### config.mk
export PLATFORM = sky130hd
export DESIGN_NAME = buzzer_seq_flat
export DESIGN_NICKNAME = d
export VERILOG_FILES = /design/src/rtl/buzzer_seq_if.sv /design/src/rtl/buzzer_seq.sv /design/src/flat_wrapper.sv
export SDC_FILE = /design/constraint.sdc
export NUM_CORES = 2
export LEC_CHECK = 0
export ABC_AREA = 0
export BUFFER_PORTS_ARGS = -buffer_cell sky130_fd_sc_hd__buf_2
export CORE_UTILIZATION = 56
export CTS_CLUSTER_DIAMETER = 120
export CTS_CLUSTER_SIZE = 24
export DETAILED_ROUTE_END_ITERATION = 8
export PLACE_DENSITY_LB_ADDON = 0.05
export SLEW_MARGIN = 20
export SYNTH_ARGS = -nofsm -noshare
export SYNTH_HDL_FRONTEND = slang
export SYNTH_SLANG_ARGS = --single-unit
### constraint.sdc
create_clock -name clk -period 5.85 [get_ports clk]
set_clock_uncertainty 0.1 [all_clocks]
set_input_delay 0.2925 -clock clk [delete_from_list [all_inputs] [get_ports clk]]
set_output_delay 0.2925 -clock clk [all_outputs]
set_load 0.05 [all_outputs]
### src/rtl/buzzer_seq_if.sv
// buzzer_seq_if: CPU register port plus buzzer write port of the melody sequencer
interface buzzer_seq_if;
   logic        wr;
   logic [31:0] waddr;
   logic [31:0] wdata;
   logic        rd;
   logic [31:0] raddr;
   logic [31:0] rdata;
   logic        bz_wr;
   logic [31:0] bz_waddr;
   logic [31:0] bz_wdata;
   logic        busy;
   modport slave (input wr, waddr, wdata, rd, raddr, output rdata, bz_wr, bz_waddr, bz_wdata, busy);
   modport master (output wr, waddr, wdata, rd, raddr, input rdata, bz_wr, bz_waddr, bz_wdata, busy);
endinterface

### src/rtl/buzzer_seq.sv
// buzzer_seq: plays a note table by issuing timed period writes to the buzzer
module buzzer_seq #(
   parameter int          DEPTH          = 16,
   parameter int          TICK_DIV       = 50000,
   parameter logic [31:0] BZ_PERIOD_ADDR = 32'h0
) (
   input logic         clk,
   input logic         rst,
   buzzer_seq_if.slave bus
);
   localparam int AW = DEPTH > 1 ? $clog2(DEPTH) : 1;
   localparam logic [AW-1:0] LAST = AW'(DEPTH - 1);
   localparam logic [29:0] BASE = 30'h10;
   localparam logic [31:0] TICK = 32'(TICK_DIV);
   typedef enum logic [2:0] {IDLE, LOAD, ISSUE, HOLD, SILENCE} state_t;
   state_t r_state, w_next;
   logic [31:0] r_tbl [DEPTH];
   logic [AW-1:0] r_idx, w_idx;
   logic [15:0] r_dur, r_per;
   logic [31:0] r_cnt, r_rdata, r_bz_waddr, r_bz_wdata, w_rdata;
   logic r_loop, r_busy, r_bz_wr;
   logic w_ctrl_wr, w_start, w_stop, w_tbl_wr, w_tbl_rd, w_note, w_pulse;
   logic [29:0] w_woff, w_roff;
   assign w_woff = bus.waddr[31:2] - BASE;
   assign w_roff = bus.raddr[31:2] - BASE;
   assign w_tbl_wr = bus.wr && bus.waddr[1:0] == 2'b0 && w_woff < 30'(DEPTH);
   assign w_tbl_rd = bus.raddr[1:0] == 2'b0 && w_roff < 30'(DEPTH);
   assign w_ctrl_wr = bus.wr && bus.waddr == 32'h0;
   assign w_stop = w_ctrl_wr && bus.wdata[1];
   assign w_start = w_ctrl_wr && bus.wdata[0] && !bus.wdata[1];
   assign w_note = r_state == ISSUE && w_next == HOLD;
   assign w_pulse = w_note || r_state == SILENCE;
   assign w_rdata = bus.raddr == 32'h0 ? {29'h0, r_loop, 1'b0, r_busy} :
                    bus.raddr == 32'h4 ? {24'h0, 8'(r_idx)} :
                    w_tbl_rd ? r_tbl[AW'(w_roff)] : 32'h0;
   always_ff @(posedge clk) begin
      if (rst) r_state <= IDLE;
      else r_state <= w_next;
   end
   // a zero duration read in LOAD is acted on in ISSUE, where it becomes a terminator
   always_comb begin
      w_next = r_state;
      w_idx = r_idx;
      if (w_stop && r_state != IDLE) w_next = r_state == SILENCE ? IDLE : SILENCE;
      else if (w_start) begin
         w_next = LOAD;
         w_idx = '0;
      end else case (r_state)
         LOAD: w_next = ISSUE;
         ISSUE: begin
            w_next = r_dur != 16'h0 ? HOLD : r_loop && r_idx != '0 ? LOAD : SILENCE;
            w_idx = r_dur == 16'h0 ? '0 : r_idx;
         end
         HOLD: if (r_cnt == 32'h0) begin
            w_next = r_idx != LAST || r_loop ? LOAD : SILENCE;
            w_idx = r_idx == LAST ? '0 : r_idx + 1'b1;
         end
         SILENCE: w_next = IDLE;
         default: ;
      endcase
   end
   always_ff @(posedge clk) begin
      if (rst) begin
         r_idx <= '0;
         r_dur <= 16'h0;
         r_per <= 16'h0;
         r_cnt <= 32'h0;
         r_loop <= 1'b0;
         r_busy <= 1'b0;
         r_bz_wr <= 1'b0;
         r_bz_waddr <= 32'h0;
         r_bz_wdata <= 32'h0;
         r_rdata <= 32'h0;
         for (int i = 0; i < DEPTH; i++) r_tbl[i] <= 32'h0;
      end else begin
         r_idx <= w_idx;
         if (r_state == LOAD) {r_dur, r_per} <= r_tbl[r_idx];
         r_cnt <= w_note ? 32'(r_dur) * TICK - 32'h1 :
                  r_state == HOLD && r_cnt != 32'h0 ? r_cnt - 32'h1 : r_cnt;
         r_bz_wr <= w_pulse;
         r_bz_waddr <= w_pulse ? BZ_PERIOD_ADDR : 32'h0;
         r_bz_wdata <= w_note ? {16'h0, r_per} : 32'h0;
         r_busy <= w_next != IDLE || r_state == SILENCE;
         if (w_ctrl_wr) r_loop <= bus.wdata[2];
         if (w_tbl_wr) r_tbl[AW'(w_woff)] <= bus.wdata;
         if (bus.rd) r_rdata <= w_rdata;
      end
   end
   assign bus.rdata = r_rdata;
   assign bus.bz_wr = r_bz_wr;
   assign bus.bz_waddr = r_bz_waddr;
   assign bus.bz_wdata = r_bz_wdata;
   assign bus.busy = r_busy;
endmodule

### src/flat_wrapper.sv
// flat-port wrapper written by rule: the top's interface ports become plain ports
module buzzer_seq_flat 
#(
   parameter int          DEPTH          = 16,
   parameter int          TICK_DIV       = 50000,
   parameter logic [31:0] BZ_PERIOD_ADDR = 32'h0
)
  (clk, rst, bus_wr, bus_waddr, bus_wdata, bus_rd, bus_raddr, bus_rdata, bus_bz_wr, bus_bz_waddr, bus_bz_wdata, bus_busy);
  buzzer_seq_if bus_i ();
  input logic clk;
  input logic rst;
  input wire logic [$bits(bus_i.wr)-1:0] bus_wr;
  input wire logic [$bits(bus_i.waddr)-1:0] bus_waddr;
  input wire logic [$bits(bus_i.wdata)-1:0] bus_wdata;
  input wire logic [$bits(bus_i.rd)-1:0] bus_rd;
  input wire logic [$bits(bus_i.raddr)-1:0] bus_raddr;
  output wire logic [$bits(bus_i.rdata)-1:0] bus_rdata;
  output wire logic [$bits(bus_i.bz_wr)-1:0] bus_bz_wr;
  output wire logic [$bits(bus_i.bz_waddr)-1:0] bus_bz_waddr;
  output wire logic [$bits(bus_i.bz_wdata)-1:0] bus_bz_wdata;
  output wire logic [$bits(bus_i.busy)-1:0] bus_busy;
  assign bus_i.wr = bus_wr;
  assign bus_i.waddr = bus_waddr;
  assign bus_i.wdata = bus_wdata;
  assign bus_i.rd = bus_rd;
  assign bus_i.raddr = bus_raddr;
  assign bus_rdata = bus_i.rdata;
  assign bus_bz_wr = bus_i.bz_wr;
  assign bus_bz_waddr = bus_i.bz_waddr;
  assign bus_bz_wdata = bus_i.bz_wdata;
  assign bus_busy = bus_i.busy;
  buzzer_seq #(.DEPTH(DEPTH), .TICK_DIV(TICK_DIV), .BZ_PERIOD_ADDR(BZ_PERIOD_ADDR)) u_core (.clk(clk), .rst(rst), .bus(bus_i));
endmodule
== Yosys cells after proc, flatten, opt, wreduce, memory -nomap -nowiden ==
Memory sizes are Yosys's and may differ from the RTL's. A register that Yosys moved wholly into a read port is not among the register bits.
Index checks and enable logic that the tools add are counted.

* Bits in registers: 106
* Bits in latches: 0
* Memory bits (writable): 512
* ROM bits: 0
* Bits of input ports: 100
* Output and inout bits: 98
* Logic and storage cells: 87
* Memories kept: 1

{| class="wikitable"
|+ Memories
! name !! words !! width !! read ports !! clocked after memory_dff !! write ports !! line !! text
|-
| u_core.r_tbl || 16 || 32 || 2 || 1 || 16 || buzzer_seq.sv:17 || <nowiki>logic [31:0] r_tbl [DEPTH];</nowiki>
|}

* Add/subtract/negate cells: 5
* Multiply operators: 1
* Divide/modulo/power cells: 0
* Magnitude comparators: 2
* Equal/unequal tests: 10
* Shift-type cells: 0
* Multiplexer cells: 26
* Bitwise gates (word level): 2
* Reduce and logical (&&, ||, !) cells: 31

{| class="wikitable"
|+ Operators by type and width
! kind !! count
|-
| 32-bit two-way mux || 6
|-
| 32-bit zero test || 3
|-
| 32-bit by 1-bit subtractor with 32-bit output (second input constant) || 2
|-
| 30-bit by 5-bit < comparator with 1-bit output (second input constant) || 2
|-
| 30-bit by 5-bit subtractor with 30-bit output (second input constant) || 2
|-
| 32-bit by 3-bit equality test with 1-bit output (second input constant) || 1
|-
| 32-bit nonzero test || 1
|-
| 32-bit OR reduction || 1
|-
| 16-bit by 12-bit multiplier with 28-bit output (second input constant) || 1
|-
| 3-bit two-way mux || 7
|-
| 4-bit two-way mux || 5
|-
| 16-bit zero test || 1
|-
| 16-bit nonzero test || 1
|-
| 3-bit one-hot mux with 4 select lines || 1
|-
| 1-bit logical AND || 11
|-
| 3-bit by 2-bit equality test with 1-bit output (second input constant) || 3
|-
| 3-bit nonzero test || 3
|-
| 4-bit one-hot mux with 2 select lines || 1
|-
| 1-bit two-way mux || 6
|-
| 4-bit by 1-bit adder with 4-bit output (second input constant) || 1
|-
| 4-bit equality test (second input constant) || 1
|-
| 2-bit zero test || 2
|-
| 4-bit != test (second input constant) || 1
|-
| 4-bit AND reduction || 1
|-
| other kinds (10) || 13
|}

== Logic depth before layout (Yosys ltp) ==
* Depth in word-level cells: 11
* Depth in mapped cells: 21
* Mapped depth without buffers: 21

== Worst setup path after synthesis ==
Ideal clock, no wire load.

* Path type: register to register
* From: register u_core.r_dur[2], read port of u_core.r_tbl
* To: register u_core.r_cnt[31]
* Library setup time: 128 ps
* Data arrival time: 5258 ps
* Data required time: 5622 ps
* Path slack: 364 ps
* Stages on the path, launching flop included: 22
* Buffers on the path: 0
* Clock period less this slack: 5486 ps
* Cell sequence: dfxtp_1 inv_1 ha_1 ha_1 xor2_1 ha_1 a31o_2 fa_1 inv_1 fa_1 inv_1 ha_1 and4_1 a22o_1 a221oi_1 xor2_1 o311ai_0 nor3_1 nand3_1 nor4_1 xnor2_1 o22ai_1

* Word-level cells in the longest chain between the ends: 8
* Elaborated cells on any way between the ends: 11
* Those cells by class: add/sub: 1; mul: 1; eq/ne: 1; mux: 5; reduce/logical: 3

{| class="wikitable"
|+ RTL lines
! what !! line !! text
|-
| start: declaration || buzzer_seq.sv:19 || <nowiki>logic [15:0] r_dur, r_per;</nowiki>
|-
| branches (longest 8 deep; another with 32-bit by 1-bit subtractor with 32-bit output) || - ||
|-
| end signal: assignment || buzzer_seq.sv:78 || <nowiki>r_cnt <= w_note ? 32'(r_dur) * TICK - 32'h1 :</nowiki>
|-
| end: declaration || buzzer_seq.sv:20 || <nowiki>logic [31:0] r_cnt, r_rdata, r_bz_waddr, r_bz_wdata, w_rdata;</nowiki>
|}

Several ways; the timed one is not identified.
A chain may end at the register's enable or synchronous reset.

== Worst setup path after layout ==
* From: register u_core.r_dur[2], read port of u_core.r_tbl
* To: register u_core.r_cnt[27]

Same word-level chain as after synthesis.

==> impl_metrics.json <==
{
  "avgSynthCellArea_um2": 13.4,
  "end_kind": "register",
  "port-buffer-count": 149,
  "final-max-slew-violation-count": 0,
  "p_switching_mw": 2.01,
  "violations": "DRC",
  "yosysWarnings": 0,
  "drtIter0Drc": 2622,
  "intPower_mw": 6.35,
  "synth_common_cells": "and2_1 (535), edfxtp_1 (512), mux4_2 (320), clkbuf_1 (176), ha_1 (123)",
  "setup.worst_path.start_class": "register",
  "synthArstFlopShare_pct": 0,
  "ant_nets": 0,
  "start_util_pct": 56.6,
  "diodes": 0,
  "synth-edff-count": 512,
  "synth.cell_area_um2": 36400,
  "startpoint": "u_core.r_dur[2]$_SDFFE_PP0P_",
  "grt_pass1_vias": 23590,
  "io_pins": 198,
  "crit_fanout": 7,
  "grt_setup_unrepaired": "false",
  "hold-path-cell-count": 2,
  "status": "finished, violations left",
  "htree_levels": 1,
  "dp_hpwl_um": 63200,
  "n_fill_cell": 4995,
  "worstMarginPinSlew_ns": 1.07,
  "tritoncts": "yes",
  "clk_latency_ns": 0.67,
  "gp_congestion": 0.868,
  "fin_util_pct": 61.2,
  "rows": 93,
  "clockBufferDepth": 3,
  "layout-area-overhead-vs-synth_pct": 8.12,
  "synth_cell_type_count": 68,
  "die_x_um": 257,
  "whs_ns": 0.0252,
  "nets": 3053,
  "path_clk_slew_ns": 0.10,
  "hold_path.class": "in -> reg",
  "gr-usage-all-layers_pct": 32.1,
  "route.detailed.drc": 2,
  "p_comb_share_pct": 9.4,
  "yosys-top-cells-area": "edfxtp_1 (42%), mux4_2 (20%), and2_1 (9.2%)",
  "crit_type": "reg -> reg",
  "drive_gt1_share_pct": 22.6,
  "maxCapViolCount": 0,
  "dp.cells": 3587,
  "p_total_mw": 8.36,
  "crit_required_ns": 6.29,
  "firstDrtPassIters": 8,
  "synth-seq-cells": 634,
  "power.leakage_nw": 14.5,
  "cts_root_buffer": "clkbuf_16",
  "dieArea_um2": 66000,
  "place_ws_ns": -0.0307,
  "timing.rr.end": "u_core.r_cnt[27]$_SDFFE_PP0P_",
  "synth_top_cell_by_area": "edfxtp_1",
  "yosysSeqAreaShare_pct": 48.9,
  "period_share_pct": 93.8,
  "numCtsBuffers": 30,
  "peakVddDrop_v": 0.000297,
  "r2r_cells": 22,
  "pwr-share-clk_pct": 29.4,
  "syn_inst": 2725,
  "layout_min_cycle_time_ns": 5.49,
  "die_h_um": 257,
  "max_freq_mhz": 182,
  "via_per_inst": 6.40,
  "grt_max_degree": 133,
  "p_seq_share_pct": 61.2,
  "wl_um": 105000,
  "num_vias": 23487,
  "slew_headroom_pct": 28.7,
  "worst-r2r-setup-slack_ns": 0.36,
  "yosysMostFrequentCell": "and2_1",
  "antenna_found_initial": 5,
  "critPathArrivalTime_ns": 5.93,
  "p_per_area_nw_per_um2": 212,
  "hold_violations": 0,
  "numClockSinks": 634,
  "p_sw_share_pct": 24.0,
  "setup_viol": 0,
  "synth_top_area_share_pct": 42.2,
  "fin_ws_ns": 0.360,
  "overflow": 0,
  "wire_per_inst_um": 28.6,
  "reg2reg_from": "u_core.r_dur[2]$_SDFFE_PP0P_",
  "core_um2": 64300,
  "grt_pass1_wl_um": 155000,
  "synth_flop_cell": "edfxtp_1",
  "finalNonFillerCells": 3672,
  "setup.worst_path.end": "u_core.r_cnt[27]$_SDFFE_PP0P_"
}
-- stage by stage --
stage                     instance area (um2)  TNS, ns
after floorplan                         36600        0
after global placement                  38100        0
after detailed placement                38100  -0.0307
after CTS                               39300        0
after global routing                    39400        0
final                                   39400        0
-- kinds of logic after synthesis --
group	share of synthesized area, %
compound gates	4.45
xor+xnor	1.64
fa+ha+maj	6.21
buf+inv	4.19
flops	48.9
mux	19.9
other cells	0.0103
simple gates	14.7
-- per-layer routing --
metal	up-vias	GRT usage [%]	part of all wire [%]	wire length, um
met4	2	8.88	3.0	3120
met1	12064	44.6	40	41700
li1	10163	-	-	-
met5	-	0	0.010	11
met3	159	3.77	8.3	8680
met2	1099	53.5	49	51500
-- sequential cells by signal, summed over array words and instances, names as in the netlist --
name	cells
u_core.r_tbl	512
u_core.r_idx	4
u_core.r_state	3
u_core.bus.rdata	32
u_core.r_dur	16
u_core.r_cnt	32
u_core.bus.bz_wdata	16
u_core.bus.busy	1
u_core.r_loop	1
u_core.r_per	16
u_core.bus.bz_wr	1
-- timing repair --
item / 4_1_cts / 5_1_grt
hold buffers: 28 / 0
setup endpoints to repair: 1 / 6
pin swaps: 1 / 5
buffers inserted: 2 / 0
gates resized for setup: 0 / 21
cloned: 0 / 0
endpoints found under the hold margin: 334 / 0
-- power by group through the flow --
stage / Clock [mW] / Combinational (mW) / Sequential [mW]
floorplan: 0 / 0.525 / 5.19
global placement: 0 / 0.761 / 5.20
detailed placement: 0 / 0.768 / 5.22
CTS: 2.49 / 0.785 / 5.12
global route: 2.62 / 0.816 / 5.14
finish: 2.46 / 0.785 / 5.12
-- placed cells by master (no fill, tap or decap), types with 11 or more instances in the layout --
cell | Yosys | layout
a211oi_1 | 20 | 19
a21o_1 | 16 | 16
a21oi_1 | 73 | 72
a22oi_1 | 33 | 33
and2_1 | 535 | 535
buf_12 | 0 | 17
buf_2 | 0 | 146
buf_4 | 48 | 45
clkbuf_1 | 176 | 21
clkbuf_16 | 0 | 30
conb_1 | 1 | 48
dfxtp_1 | 122 | 113
dlygate4sd3_1 | 0 | 28
edfxtp_1 | 512 | 512
fa_1 | 36 | 36
ha_1 | 123 | 122
inv_1 | 109 | 109
mux4_2 | 320 | 320
nand2_1 | 110 | 110
nand3_1 | 20 | 20
nand3b_1 | 11 | 11
nor2_1 | 114 | 102
nor2_4 | 0 | 12
nor3_1 | 38 | 37
nor4_1 | 19 | 17
o21ai_0 | 23 | 22
or2_2 | 20 | 20
or3_1 | 16 | 16
or4_1 | 11 | 11
xnor2_1 | 37 | 37
xor2_1 | 31 | 30
-- how the worst min path moves through the flow --
stage,start,end,slack (ns)
CTS,bus_wdata[20],u_core.r_tbl[1][20]$_SDFFCE_PN0P_,0.003
global route,bus_wdata[5],u_core.r_tbl[4][5]$_SDFFCE_PN0P_,0.03
floorplan,u_core.r_per[0]$_SDFFE_PP0P_,u_core.bus.bz_wdata[0]$_SDFF_PP0_,0.33
global placement,u_core.r_per[0]$_SDFFE_PP0P_,u_core.bus.bz_wdata[0]$_SDFF_PP0_,0.34
detailed placement,u_core.r_per[8]$_SDFFE_PP0P_,u_core.bus.bz_wdata[8]$_SDFF_PP0_,0.35
finish,bus_wdata[20],u_core.r_tbl[10][20]$_SDFFCE_PN0P_,0.03
-- worst max-delay path: stages, from the launching register on --
cell      delay (ns)
dfxtp_1         0.32
buf_4           0.16
ha_1            0.33
ha_1            0.23
xor2_1          0.17
ha_1            0.19
a31o_2          0.23
fa_1            0.50
inv_1           0.05
fa_1            0.47
inv_1           0.04
ha_1            0.34
and4_4          0.22
a221o_1         0.36
a2111o_1        0.40
o211ai_1        0.15
o311ai_1        0.15
nor3_1          0.24
buf_4           0.17
buf_4           0.10
nand4_1         0.10
xnor2_1         0.16
a211oi_1        0.23
-- area by class of cell --
| type | count | area (um2) | area share, % |
|---|---|---|---|
| Clock buffer | 51 | 830 | 2.11 |
| Clock inverter | 4 | 50.0 | 0.127 |
| Inverter | 110 | 413 | 1.05 |
| Multi-Input combinational cell | 1780 | 17500 | 44.3 |
| Sequential cell | 634 | 17800 | 45.3 |
| Tap cell | 855 | 1070 | 2.72 |
| Timing Repair Buffer | 238 | 1710 | 4.35 |
Power figures use the tool's default switching activity.
